**config.mk**
```make
export PLATFORM = sky130hd
export DESIGN_NAME = stream_fifo
export DESIGN_NICKNAME = d
export VERILOG_FILES = /design/src/rtl/stream_fifo.sv
export SDC_FILE = /design/constraint.sdc
export NUM_CORES = 1
export LEC_CHECK = 0
export ABC_AREA = 1
export CORE_MARGIN = 2
export CORE_UTILIZATION = 52
export CTS_CLUSTER_SIZE = 40
export DETAILED_ROUTE_END_ITERATION = 7
export GPL_TIMING_DRIVEN = 0
export PLACE_DENSITY = 0.76
export SYNTH_ARGS = -nofsm -noshare
export SYNTH_HDL_FRONTEND = slang
export SYNTH_SLANG_ARGS = --single-unit
```
**constraint.sdc**
```tcl
create_clock -name clk -period 2.2 [get_ports clk]
set_input_delay 0.44 -clock clk [delete_from_list [all_inputs] [get_ports clk]]
set_output_delay 0.44 -clock clk [all_outputs]
set_load 0.01 [all_outputs]
```
**src/rtl/stream_fifo.sv**
```systemverilog
// First-word fall-through stream FIFO with valid/ready handshakes on both sides,
// synchronous flush, occupancy count and registered almost-full/almost-empty flags.
module stream_fifo #(
  parameter int NBITS    = 16,
  parameter int DEPTH    = 3,
  parameter int AF_LEVEL = DEPTH - 1,
  parameter int AE_LEVEL = 1
) (
  input  logic                       clk,
  input  logic                       rst,
  input  logic                       flush,
  input  logic                       in_val,
  output logic                       in_rdy,
  input  logic [NBITS-1:0]           in_msg,
  output logic                       out_val,
  input  logic                       out_rdy,
  output logic [NBITS-1:0]           out_msg,
  output logic [$clog2(DEPTH+1)-1:0] count,
  output logic                       almost_full,
  output logic                       almost_empty
);

  localparam int PW = $clog2(DEPTH);
  localparam int CW = $clog2(DEPTH + 1);

  localparam logic [PW-1:0] PTR_LAST = PW'(DEPTH - 1);
  localparam logic [CW-1:0] CNT_FULL = CW'(DEPTH);
  localparam logic [CW-1:0] AF_CNT   = CW'(AF_LEVEL);
  localparam logic [CW-1:0] AE_CNT   = CW'(AE_LEVEL);

  logic [NBITS-1:0] mem [DEPTH];

  logic [PW-1:0] wr_ptr_reg, wr_ptr_next;
  logic [PW-1:0] rd_ptr_reg, rd_ptr_next;
  logic [CW-1:0] count_reg, count_next;
  logic          almost_full_reg;
  logic          almost_empty_reg;
  logic          push;
  logic          pop;

  // Handshake readiness depends only on registered occupancy, so neither side
  // sees a combinational path from the other.
  assign in_rdy  = (count_reg != CNT_FULL);
  assign out_val = (count_reg != '0);
  assign push    = in_val & in_rdy;
  assign pop     = out_val & out_rdy;

  assign out_msg      = out_val ? mem[rd_ptr_reg] : '0;
  assign count        = count_reg;
  assign almost_full  = almost_full_reg;
  assign almost_empty = almost_empty_reg;

  // Pointers wrap explicitly at DEPTH-1 so non-power-of-two depths work.
  always_comb begin
    wr_ptr_next = wr_ptr_reg;
    rd_ptr_next = rd_ptr_reg;
    count_next  = count_reg;
    if (flush) begin
      wr_ptr_next = '0;
      rd_ptr_next = '0;
      count_next  = '0;
    end else begin
      if (push) begin
        wr_ptr_next = (wr_ptr_reg == PTR_LAST) ? '0 : wr_ptr_reg + PW'(1);
      end
      if (pop) begin
        rd_ptr_next = (rd_ptr_reg == PTR_LAST) ? '0 : rd_ptr_reg + PW'(1);
      end
      case ({push, pop})
        2'b10:   count_next = count_reg + CW'(1);
        2'b01:   count_next = count_reg - CW'(1);
        default: count_next = count_reg;
      endcase
    end
  end

  always_ff @(posedge clk) begin
    if (rst) begin
      wr_ptr_reg       <= '0;
      rd_ptr_reg       <= '0;
      count_reg        <= '0;
      almost_full_reg  <= (AF_LEVEL == 0);
      almost_empty_reg <= 1'b1;
    end else begin
      wr_ptr_reg       <= wr_ptr_next;
      rd_ptr_reg       <= rd_ptr_next;
      count_reg        <= count_next;
      // Flags derive from the next count so they update alongside count.
      almost_full_reg  <= (count_next >= AF_CNT);
      almost_empty_reg <= (count_next <= AE_CNT);
    end
  end

  // Storage is not reset; out_msg masks it whenever the FIFO is empty.
  always_ff @(posedge clk) begin
    if (!rst && !flush && push) begin
      mem[wr_ptr_reg] <= in_msg;
    end
  end

endmodule

```
==> results of run 1 <==
## power by group through the flow
stage	combinational [mW]	sequential [mW]	clock, mW
global placement	0.230	1.22	0
floorplan	0.112	1.22	0
detailed placement	0.238	1.22	0
CTS	0.247	1.20	0.926
global route	0.283	1.20	0.977
finish	0.258	1.20	0.912
## worst max-delay path: stages, from the launching register on
cell and delay, ps:
dfxtp_4 360, clkbuf_8 160, o21ai_0 160, o21ai_1 90, inv_1 60, clkdlybuf4s50_1 520
## per-layer routing
metal / track usage, % / routed length, um / vias to the layer above / share of wire [%]
met5: 0 / 0 / - / 0
met4: 11.3 / 76 / 0 / 1.6
met3: 6.75 / 226 / 8 / 4.8
met2: 30.2 / 2370 / 46 / 50
met1: 25.0 / 2030 / 793 / 43
li1: - / - / 831 / -
## placed cells by master, fill, tap and decap left out, drive strengths merged
cell,n
inv,57
edfxtp,48
o21ai,36
clkdlybuf4s50,32
nand2,28
a21oi,17
clkbuf,12
dlymetal6s2s,10
buf,10
nor2,10
dfxtp,9
clkinv,6
nand3,3
and2,1
o22ai,1
o21a,1
ha,1
clkinvlp,1
bufinv,1
## kinds of logic after synthesis
kind of cell	Yosys count	synth area share, %
fa+ha+maj	1	0.524
compound gates	55	12.2
simple gates	42	8.22
buf+inv	66	11.2
flops	57	67.9
## layout make-up
| class | instances | area (sq um) | share of cell area, % |
|---|---|---|---|
| sequential | 57 | 1630 | 51.3 |
| multi-input combinational | 98 | 520 | 16.4 |
| timing repair buffer | 47 | 483 | 15.2 |
| inverter | 58 | 219 | 6.88 |
| clock buffer | 9 | 124 | 3.89 |
| buffer | 8 | 77.6 | 2.44 |
| tap | 52 | 65.1 | 2.04 |
| clock inverter | 7 | 61.3 | 1.93 |
## how the worst max path moves through the flow
| stage | to | cells after the start |
|---|---|---|
| after floorplan | mem[0][0] | 3 |
| after global placement | mem[0][6] | 4 |
| after detailed placement | mem[0][6] | 4 |
| after CTS | out_msg[7] | 5 |
| after global routing | out_msg[6] | 5 |
| final | out_msg[13] | 5 |
## what timing repair did
action	4_1_cts	5_1_grt
endpoints found under the setup margin	16	48
setup buffers	2	2
resized for setup	9	25
pin swaps	1	1
gates cloned	0	1
==> summary by stage, run 1 <==
Status
The run finished with clean final reports.

Logic synthesis
The number of storage elements in the synthesis netlist is 57. Counting instances in the post-synthesis netlist gives the leading cell types as inv_1 (57), edfxtp_1 (48), o21ai_0 (26). In the synthesized netlist the dominant register cell turns out to be edfxtp_1.

The share of synthesized area occupied by flip-flops and latches is 67.9%. The synthesized design devotes to its leading area cell type 60.3% of total area. The mean cell area of the mapped netlist is about 11 sq um. In this run, synthesis inferred between 40 and 50 flip-flops with an integrated enable. edfxtp_1 takes more of the synthesized area than any other cell.

The Yosys step of the flow raised 0 warnings. After synthesis, the share of flip-flops with an asynchronous set or reset is 0%. The number of unique standard cell types used by synthesis is 24. Sorting the synthesized cells by area gives the leading types as edfxtp_1 (60%), inv_1 (9.0%), dfxtp_1 (7.5%), o21ai_0 (5.4%), nand2_1 (3.9%). Synthesis produced approximately 220 cells. In this run the cell area of the synthesized design comes to between 2000 and 2500 sq um. By instance count, the leading cell after synthesis is inv_1. When the netlist entered floorplanning its net count stood at roughly 240.

Routing
In the routed layout, each cell is associated on average with a via count of 4.99. For this run, design rule violations remaining after detail routing come to 0. The initial DRC count is between 150 and 200. Before antenna repair, the detailed router went through 4 iterations.

The aggregate routed wire length is 4700 um. The per-cell routed wire length is 14.0 um. The count of nets left with antenna violations once routing finished came out at 0. The total number of vias is about 1,700.

STA
Between clock sinks in the finished design, the worst skew comes to approximately 9 ps. The sum of negative setup slack is 0 ps. The count of pins over their slew limit was 0.

Setup violations remaining at the end of the flow were counted as 0. The period utilization is between 90% and 100%. For this run, the top clock speed supported by timing is 469 MHz.

The final hold violation count is 0. Across all hold checks on the routed design, the worst slack comes to just under 500 ps. Headroom to the max-slew limit came out at 39.7%. At the pin with the least slew margin, the transition time is between 900 and 1000 ps. The worst path needs between 2000 and 2500 ps of the cycle, external delays included. Setup repair after global routing could not meet its margin everywhere. Once routing completed, OpenROAD measured the worst setup slack at roughly 66 ps.

Critical path
Measured in cells, the most critical reg-to-reg path has a length of 5. The category of the worst setup path capture point is a primary output. The category of the worst setup path launch point is a flip-flop. The arrival time at the worst endpoint is about 1700 ps.

The critical path is of the reg2out type. The worst reg-to-reg setup slack is 280 ps. The biggest fanout along the worst timing path is 10.

The endpoint identified for the worst register-to-register timing path is mem[1][10]. The required time reported for the critical path endpoint is approximately 1800 ps. The start of the worst register-to-register path is count[1].

Power
The design draws around 2.4 mW. The sequential share of power is between 50% and 60%. The analysis attributes to net switching a power of 0.538 mW. Of the total power, combinational logic draws between 10% and 20%. The switching part of the total is about 23%.

The maximum vdd ir drop is ~0.56 mV. The analysis attributes to cell leakage a power of 1.49 nW. Dividing total power by cell area gives a power density of ~740 nW/um^2. The clock share of power is about two fifths. The internal portion of the total power is about 1.8 mW.

Floorplan
The starting density of the core is between 50% and 60%. The floorplan has 24 rows. The total die area is just over 5000 sq um. The total I/O pin count is 43. The core region is ~4400 sq um.

The die is slightly above 70 um tall. The horizontal die dimension is 71.8 um.

Cells and area
The count of antenna diodes in the layout is 0. The net count of the finished layout is 301. Once layout is done, the placed cells without fillers occupy around 3200 sq um. After filler insertion, the fill cell instance count of the layout stands at 310.

Of the cells placed in the final design, the portion with a size suffix greater than 1 is between 10% and 20%. The final cell count without fillers is ~340. The register containing the most flip-flops in the final layout is mem. The number of flip-flops in the largest register is 48. The utilization of the core after routing is approximately 73%. Relative to the synthesized area, the layout overhead comes to 33.3%.

Placed design
In this run the cell area measured after placement is approximately 2900 sq um. The detailed placement HPWL is slightly below 3000 um. The quantity of I/O buffers inserted on ports is 42. The placed instance count is 315. The global placer's final weighted congestion is roughly 0.73. Timing analysis after detailed placement gives a worst setup slack of -260 ps.

GRT
The global-route usage over all layers is roughly a fifth. The via count of the first global-routing pass is 1,543. Summed over all layers, the global routing overflow is 0. The pin count of the biggest net entering global routing is 17. The wire length of the first global-routing pass is around 7300 um. The initial antenna violation count is 0.

Clock tree
TritonCTS built the clock tree. The root buffer cell chosen for the clock tree is clkbuf_8. The H-tree generated during clock tree synthesis spans 3 levels. In this run, CTS created clock tree buffers numbering 9. After clock tree synthesis, the clock-pin slew on the worst setup and hold paths is approximately 60 ps. Hold repair after CTS inserted 0 buffers.

The clock sink total is 57. At the later pin of the worst-skew pair, clock insertion delay measures around 340 ps. The maximum buffer depth of the clock tree is 2.

Run
The tool flagged a number of max-cap violations equal to 0.

Hold path
The path with the worst hold slack has its endpoint at count[0]. In this run the most critical hold path is launched from count[0]. The worst hold-check path type is reg2reg. Along the worst hold path, the cell count comes to 1.
Power figures use the tool's default switching activity.
==> run 2, diff against run 1 <==
SETUP_SLACK_MARGIN = 0.4   (was not set)
==> summary by stage, run 2 (synthesis gave the netlist of run 1 again) <==
Cells and area
The cell area after layout is about 3300 sq um. The repair_antennas step left the layout with diodes totalling 0. The number of nets at the end of the flow is between 300 and 400. The area added between synthesis and finish is 38.3%. The top cell types in the final layout, fill and taps aside, are inv_1 (57), edfxtp_1 (48), nand2_1 (25). Leaving out fill and tap cells, the most frequent cell in the layout is inv_1.

The number of flip-flops in the largest register is between 40 and 50. Of the cells placed in the final design, the portion with a size suffix greater than 1 is about 27%. The filler cells instantiated in the layout total around 290. Excluding fillers, the count of instances in the completed layout stands at 351.

The register containing the most flip-flops in the final layout is mem.

STA
For the pin with the worst max-slew slack, the measured transition is 331 ps. The final hold violation count is 0. The worst slack on hold paths is approximately 500 ps.

Adding up every negative setup slack in the final design gives 0 ps. Counting I/O delays and the setup requirement, the final critical path takes about 1900 ps. The remaining max-slew budget at the tightest pin is 77.9%. Clock skew on the completed layout was measured at between 9 and 10 ps.

The period utilization is between 80% and 90%. Setup repair after global routing could not meet its margin everywhere. The count of pins over their slew limit was 0. Static timing analysis puts the maximum clock frequency at slightly above 500 MHz. Setup violations remaining at the end of the flow were counted as 0. The final worst setup slack is between 200 and 300 ps.

Critical path
For this run, the slowest stage of the critical path takes 360 ps. The worst register-to-register path has a depth of 9. The setup check on the worst reg-to-reg path leaves a slack of 560 ps.

The category of the worst setup path launch point is a flip-flop. The category of the worst setup path capture point is a primary output. The setup path with the least slack is of type reg2out. Of all nets on the critical path, the largest fanout is 5.

Data on the critical path is required at its endpoint by 1760 ps. At the worst endpoint, the arrival time is 1510 ps. The start of the worst register-to-register path is count[1]. The worst setup path startpoint is count[1]. Traced cell by cell, the critical path runs through nor2_4 > buf_6 > buf_6 > a21oi_2 > o21ai_1 > inv_1 > buf_2. The worst register-to-register path ends at count[1]. The cell type with the highest occurrence count on the critical path is buf_6. The slowest cell on the critical path is dfxtp_4.

Clock tree
After clock tree synthesis, the flow added hold-fix buffers numbering 0. The later pin in the worst-skew pair is clocked with a latency of between 300 and 400 ps. TritonCTS built the clock tree. The clock sink total is between 50 and 60. In this run the number of H-tree levels came out at 3.

The root buffer selected by CTS is clkbuf_8. The register clock-pin slew on the reported worst setup and hold paths is 70 ps. The TritonCTS buffer count is 9. The maximum buffer depth of the clock tree is 2.

Power
In this run switching power makes up a little under a quarter of total power. Per report_power, the sequential group accounts for 49.9% of the total. The clock share of power is 37.6%. For this design the ratio of total power to cell area is 727 nW/um^2.

The part of the total power dissipated in combinational logic is 12.5%. The total internal power is between 1.5 and 2 mW. The maximum vdd ir drop is approximately 0.55 mV.

In this run the static leakage power is between 1 and 1.5 nW. In this run the power spent charging and discharging nets is around 0.55 mW.

GRT
The global-route usage over all layers is a little over a fifth. The pin count of the biggest net entering global routing is 17. The wire length of the first global-routing pass is around 7800 um. The overall overflow remaining after global route is 0.

The via count of the first global-routing pass came to approximately 1,600. The initial antenna violation count was 0.

Placed design
At the end of routability-driven placement, the weighted congestion stood at ~0.72. The HPWL after detailed placement is around 2800 um. The worst slack after detailed placement is -245 ps. The cell area after placement is just under 3000 sq um. The count of buffers added on input and output ports is 42. The placed instance count is about 320.

Floorplan
Row generation in the floorplan step produced 24 rows. The die covers slightly above 5000 sq um. The starting density of the core is a little over half.

The die is a little over 70 um wide. The total I/O pin count is between 40 and 50. The floorplan core area is roughly 4400 sq um. The y dimension of the die is 71.8 um.

Routing
The aggregate routed wire length is 5280 um. The initial DRC count is ~210. The per-cell routed wire length is ~15 um. The antenna violation net count after detailed routing is 0.

The number of design rule violations left after detail routing is 0. The first-pass iteration count of the detailed router is 4. Dividing the detail-routed via count by the number of cells gives 5.03.

Summing over every cut layer, the via total after detailed routing is between 1,500 and 2,000.

Status
The run finished with clean final reports.

Hold path
The path with the worst hold slack has its endpoint at wr_ptr_reg[0]. The worst hold path passes through 2 cells. The worst hold-check path type is reg2reg. The startpoint of the most critical hold path is wr_ptr_reg[0].

Run
Max-cap violations in this run came to 0.
## run 2: worst max-delay path by stage
| stage | slack [ps] | to | cells after the start |
|---|---|---|---|
| 3_3_place_gp | -260 | mem[0][9] | 4 |
| 5_1_grt | 200 | out_msg[13] | 7 |
| 3_5_place_dp | -250 | mem[2][9] | 4 |
| 6_report | 250 | out_msg[10] | 7 |
| 4_1_cts | 270 | out_msg[2] | 6 |
| 2_1_floorplan | 550 | mem[0][0] | 3 |
## run 2: metal layers
| layer | track usage [%] | part of all wire (%) | up-vias |
|---|---|---|---|
| met5 | 0 | 0 | - |
| met3 | 6.19 | 7.5 | 8 |
| met1 | 25.6 | 39 | 829 |
| met2 | 34.6 | 51 | 71 |
| met4 | 10.9 | 2.0 | 0 |
| li1 | - | - | 857 |
## run 2: area by class of cell
type                            instances  area (sq um)  share of cell area, %
Buffer                                  8          78.8                   2.39
Clock buffer                           11           131                   3.98
Clock inverter                          5          46.3                   1.40
Inverter                               58           219                   6.63
Multi-Input combinational cell         98           552                   16.7
Sequential cell                        57          1630                   49.5
Tap cell                               52          65.1                   1.97
Timing Repair Buffer                   62           578                   17.5
## run 2: power by group through the flow
stage                     clock network, mW  registers [mW]  logic (mW)
after CTS                             0.901            1.20       0.278
after global placement                    0            1.22       0.231
after detailed placement                  0            1.22       0.236
final                                 0.904            1.20       0.301
after floorplan                           0            1.22       0.113
after global routing                  0.968            1.20       0.326
## run 2: metrics by stage
stage	total power [mW]	util (%)
after floorplan	1.34	-
after global placement	1.45	65.7
after detailed placement	1.46	65.7
after CTS	2.38	73.9
after global routing	2.49	75.4
final	2.40	75.4
## run 2: worst max-delay path, delay by kind of cell (launching register included)
kind / cells / cell delay, ps
AOI/OAI and AO/OA: 2 / 120
buffers and inverters: 4 / 460
and+or+nand+nor: 1 / 230
DFF: 1 / 360
## run 2: timing repair
item,in CTS,in global routing
endpoints found under the setup margin,69,17
resized for setup,97,19
pin swaps,5,2
setup buffers,17,2
gates cloned,1,0
